==> src/rtl/stoch_bitstream_gen_pkg.sv <==
// Shared stochastic-computing definitions: default operand width and the
// bitstream generator state encoding.
package stoch_bitstream_gen_pkg;

   localparam int SC_WIDTH = 8;

   typedef enum logic [1:0] {
      IDLE  = 2'd0,
      RUN   = 2'd1,
      FLUSH = 2'd2
   } sng_state_t;

endpackage

==> src/rtl/stoch_bitstream_gen_sng_cmp.sv <==
// Stochastic number generator comparator: emits a 1 when the random sample
// falls below the operand, giving P(1) = thresh / 2^WIDTH.
module sng_cmp
   import stoch_bitstream_gen_pkg::*;
#(
   parameter int WIDTH = SC_WIDTH
) (
   input  logic [WIDTH-1:0] rnd,
   input  logic [WIDTH-1:0] thresh,
   output logic             bit_val
);

   assign bit_val = (rnd < thresh);

endmodule

==> src/rtl/stoch_bitstream_gen.sv <==
// Binary-to-stochastic converter: streams 2^WIDTH bits per captured operand,
// pacing an external RNG with rng_en and a valid/ready bit interface.
module stoch_bitstream_gen
   import stoch_bitstream_gen_pkg::*;
#(
   parameter int WIDTH = SC_WIDTH
) (
   input  logic             clk,
   input  logic             rst,
   input  logic             in_valid,
   output logic             in_ready,
   input  logic [WIDTH-1:0] in_data,
   output logic             rng_en,
   input  logic [WIDTH-1:0] rng_val,
   output logic             bit_out,
   output logic             bit_valid,
   input  logic             bit_ready,
   output logic [WIDTH:0]   ones_cnt,
   output logic             done
);

   localparam logic [WIDTH:0] STREAM_LEN = {1'b1, {WIDTH{1'b0}}};
   localparam logic [WIDTH:0] LAST_STEP  = {1'b0, {WIDTH{1'b1}}};

   sng_state_t       state;
   sng_state_t       state_nx;
   logic [WIDTH-1:0] op_q;
   logic [WIDTH:0]   bit_cnt;
   logic             cmp_bit;
   logic             accept;
   logic             capture;
   logic             last_step;

   sng_cmp #(.WIDTH(WIDTH)) u_cmp (
      .rnd     (rng_val),
      .thresh  (op_q),
      .bit_val (cmp_bit)
   );

   // The RNG only advances when the output register is free or being drained.
   assign in_ready  = (state == IDLE);
   assign rng_en    = (state == RUN) & (~bit_valid | bit_ready);
   assign accept    = bit_valid & bit_ready;
   assign capture   = in_valid & in_ready;
   assign last_step = rng_en & (bit_cnt == LAST_STEP);

   always_comb begin
      state_nx = state;
      case (state)
         IDLE:    if (capture)   state_nx = RUN;
         RUN:     if (last_step) state_nx = FLUSH;
         FLUSH:   if (accept)    state_nx = IDLE;
         default:                state_nx = IDLE;
      endcase
   end

   always_ff @(posedge clk or posedge rst) begin
      if (rst) begin
         state <= IDLE;
      end else begin
         state <= state_nx;
      end
   end

   // Operand and counters; ones_cnt keeps its final value until the next capture.
   always_ff @(posedge clk or posedge rst) begin
      if (rst) begin
         op_q     <= '0;
         bit_cnt  <= '0;
         ones_cnt <= '0;
      end else if (capture) begin
         op_q     <= in_data;
         bit_cnt  <= '0;
         ones_cnt <= '0;
      end else begin
         if (rng_en) begin
            bit_cnt <= bit_cnt + 1'b1;
         end
         if (accept && bit_out && (ones_cnt != STREAM_LEN)) begin
            ones_cnt <= ones_cnt + 1'b1;
         end
      end
   end

   always_ff @(posedge clk or posedge rst) begin
      if (rst) begin
         bit_out   <= 1'b0;
         bit_valid <= 1'b0;
      end else if (rng_en) begin
         bit_out   <= cmp_bit;
         bit_valid <= 1'b1;
      end else if (accept) begin
         bit_valid <= 1'b0;
      end
   end

   always_ff @(posedge clk or posedge rst) begin
      if (rst) begin
         done <= 1'b0;
      end else begin
         done <= (state == FLUSH) & accept;
      end
   end

endmodule
==> config.mk <==
export PLATFORM = sky130hd
export DESIGN_NAME = stoch_bitstream_gen
export DESIGN_NICKNAME = d
export VERILOG_FILES = /design/src/rtl/stoch_bitstream_gen_pkg.sv /design/src/rtl/stoch_bitstream_gen_sng_cmp.sv /design/src/rtl/stoch_bitstream_gen.sv
export SDC_FILE = /design/constraint.sdc
export NUM_CORES = 1
export LEC_CHECK = 0
export ABC_AREA = 0
export BUFFER_PORTS_ARGS = -buffer_cell sky130_fd_sc_hd__buf_2
export CAP_MARGIN = 30
export CELL_PAD_IN_SITES_DETAIL_PLACEMENT = 0
export CELL_PAD_IN_SITES_GLOBAL_PLACEMENT = 1
export CORE_UTILIZATION = 41
export CTS_CLUSTER_SIZE = 12
export DETAILED_ROUTE_END_ITERATION = 7
export GPL_TIMING_DRIVEN = 0
export PLACE_DENSITY_LB_ADDON = 0.1
export SLEW_MARGIN = 20
export SYNTH_ARGS = -nofsm -noshare
export SYNTH_HDL_FRONTEND = slang
export SYNTH_SLANG_ARGS = --single-unit
==> constraint.sdc <==
create_clock -name clk -period 1.5 [get_ports clk]
set_input_delay 0.3 -clock clk [delete_from_list [all_inputs] [get_ports clk]]
set_output_delay 0.3 -clock clk [all_outputs]
set_load 0.02 [all_outputs]
==> run_results.csv <==
group,metric,value,unit
global_routing,grt_remaining_overflow,0,
yosys,syn_avg_cell_area,10.05,um2
layout,stdcell_count,266,
layout,multi_input_area,920.9,um2
yosys,yosys_warnings,0,
yosys,netlist_instances,167,
clocking,cts_tree,"yes",
drt,vias_per_cell,5.053,
global_routing,grt_pass1_wl,5837,um
placed_design,place_congestion,0.7675,
die,io_pins,34,
critical_path,end_kind,"output pin",
die,start_util,0.4417,
timing,finalSetupViolCount,0,
flow_run,max_cap_viol_count,0,
critical_path,worst-setup-path-type,"register to output pin",
yosys,ys_seq_elements,31,
timing,rsz0062_at_grt,"yes",
placed_design,port_buffers,33,
layout,seq_area,778.2,um2
placed_design,place_inst,248,
critical_path,slowest_stage,"dfrtp_2",
layout,antennaDiodeCount,0,
die,dieArea,0.004352,mm2
critical_path,slowest_delay,360,ps
worst_hold_path,hold_class,"primary input to async pin",
timing,hold_viol_final,0,
timing,tightest_slew,649.7,ps
power,powerDensity,1280,mW/mm2
die,core_area,0.003799,mm2
status,status,"finished clean",
critical_path,cp_num_buf_inv,2,
timing,maxSlewHeadroom,0.5662,
layout,num-fill-cells,352,
timing,fin_crit_sh,0.9854,
timing,fin_skew,9.744,ps
timing,layout_setup_ws,21.90,ps
yosys,synth.distinct_cells,38,
die,die_h,65.97,um
layout,final_layout_size_suffix_gt1_frac,0.3440,
drt,drtPass1Iterations,4,
layout,final_core_util,0.5711,
global_routing,grt_pass1_vias,1279,
die,die_w,65.97,um
critical_path,critPathRequiredTime,1200,ps
layout,syn_to_final_growth,29.31,%
placed_design,pre_cts_ws,-109.8,ps
critical_path,crit_chain,"or2b_4 > nand2_4 > inv_2 > buf_6",
drt,ant_nets,0,
critical_path,cpLargestDelayFamily,"simple AND/OR/NAND/NOR gates",
placed_design,dp_hpwl,2333,um
layout,fin_nets,248,
clocking,cts.htree.levels,2,
critical_path,worstSetupStartpointType,"register",
global_routing,grt_usage,0.1799,
drt,routed_wl,3308,um
clocking,clock-root-buffer,"clkbuf_8",
clocking,clkLatencyLatePin,280,ps
die,core.rowCount,22,
critical_path,cp_max_fo,5,
yosys,seq_area_frac_synth,0.4623,
global_routing,grt_max_degree,32,
drt,avgRoutedWirePerCell,12.44,um
clocking,cts_buffers,5,
clocking,cts.sinks,31,
drt,drt_iter0_markers,57,
power,vdd_drop_max,0.0006017,V
drt,drc,0,
timing,period_needed,1478,ps
timing,final_max_slew_viol_count,0,
power,p_leak,0.9867,nW
drt,vias,1344,
yosys,synth_nets,198,
timing,maxClockFrequency,676.5,MHz
yosys,synth_area,0.001678,mm2
clocking,cts_buffer_depth,2,
critical_path,arrival,1180,ps
clocking,cts.clk_slew.worst_paths,60,ps
global_routing,antenna_found_initial,0,
## path summary, 6_finish.rpt
kind	start	to	slack, ps	cells after the start
worst max-delay path	bit_valid$_DFFE_PP0P_	rng_en	20	4
worst min-delay path	rst	op_q[2]$_DFFE_PP0P_	110	2
worst max register to register	state[1]$_DFFE_PP0P_	bit_cnt[3]$_DFFE_PP0P_	60	6
worst min register to register	bit_cnt[8]$_DFFE_PP0P_	bit_cnt[8]$_DFFE_PP0P_	490	2
max in group asynchronous	rst	state[0]$_DFFE_PP0P_	920	2
min in group clk	in_data[2]	op_q[2]$_DFFE_PP0P_	220	3
## cell usage after synthesis (all sizes together)
cell	instances	area, um2
nor3b	3	32.53
xor2	4	35.03
nor4bb	1	10.01
or3	1	6.260
a2111oi	1	27.53
inv	13	48.80
ha	11	137.6
a21oi	5	25.02
a311oi	1	8.760
nand2	17	71.32
o211ai	1	7.510
o21ai	13	65.06
dfrtp	31	775.7
clkbuf	1	3.750
nand3	7	35.03
a22o	2	17.52
nand2b	1	8.760
mux2	1	11.26
or2b	1	11.26
buf	2	10.01
a211oi	1	7.510
mux2i	1	10.01
and3	2	12.51
nor4	4	43.80
and2b	2	18.77
nor2	20	75.07
nor2b	2	15.02
xnor2	9	78.83
nor3	2	10.01
and4	2	17.52
nand4	3	18.77
a31oi	1	6.260
nor4b	1	15.01
## state kept, by name, indices dropped and copies added, names as in the netlist
signal	count
state	2
op_q	8
bit_valid	1
bit_cnt	9
ones_cnt	9
done	1
bit_out	1
## where the power goes
part / internal (mW) / switching (mW)
clock network: 0.325 / 0.293
registers: 1.04 / 0.200
logic: 0.430 / 0.488
total: 1.80 / 0.981
## final cells by class
| class | count | share of cell area |
|---|---|---|
| timing repair buffer | 44 | 0.1217 |
| inverter | 13 | 0.02249 |
| buffer | 2 | 0.007497 |
| multi-input combinational | 120 | 0.4245 |
| clock inverter | 1 | 0.002307 |
| sequential | 31 | 0.3587 |
| tap | 48 | 0.02768 |
| clock buffer | 7 | 0.03518 |
## cells in the final DEF (no fill, tap or decap), types with 7 or more instances in the layout
master,synthesis,final
inv_1,13,11
nor2_1,20,19
buf_4,0,10
ha_1,11,10
buf_2,2,31
xnor2_1,9,9
nand2_1,16,16
dfrtp_1,31,29
nand3_1,7,7
o21ai_0,13,13
## per-layer routing
layer	GRT usage	vias to the layer above	part of all wire
met5	0	-	0
met4	0.07181	0	0.015
met3	0.04310	8	0.042
met2	0.2768	31	0.45
met1	0.2418	627	0.49
li1	-	678	-
## metrics by stage
| step | power (mW) | hold slack (ps) | area (um2) | setup TNS (ps) |
|---|---|---|---|---|
| floorplan | 1.812 | 403.5 | 1678 | 0 |
| detailed placement | 2.042 | 441.4 | 1903 | -319.3 |
| global placement | 2.025 | 462.9 | 1903 | -98.78 |
| finish | 2.778 | 107.9 | 2170 | 0 |
| global route | 3.007 | 158.1 | 2170 | -32.14 |
| CTS | 2.705 | 138.4 | 2059 | -315.0 |
## kinds of logic after synthesis
group	count (synthesis)	synth area share
AOI/OAI and AO/OA	25	0.09844
xor gates and xnor gates	13	0.06786
adders and majority gates	11	0.08203
and+or+nand+nor	69	0.2394
DFF	31	0.4623
muxes	2	0.01268
buffers and inverters	16	0.03729
## repair_timing
action                     CTS  global route
hold buffers                 0             0
setup buffers                4             7
pin swaps                    1             7
setup endpoints to repair   12            16
cloned                       0             0
gates resized for setup     10            14
Note: power is estimated with default switching activity, not from simulation.
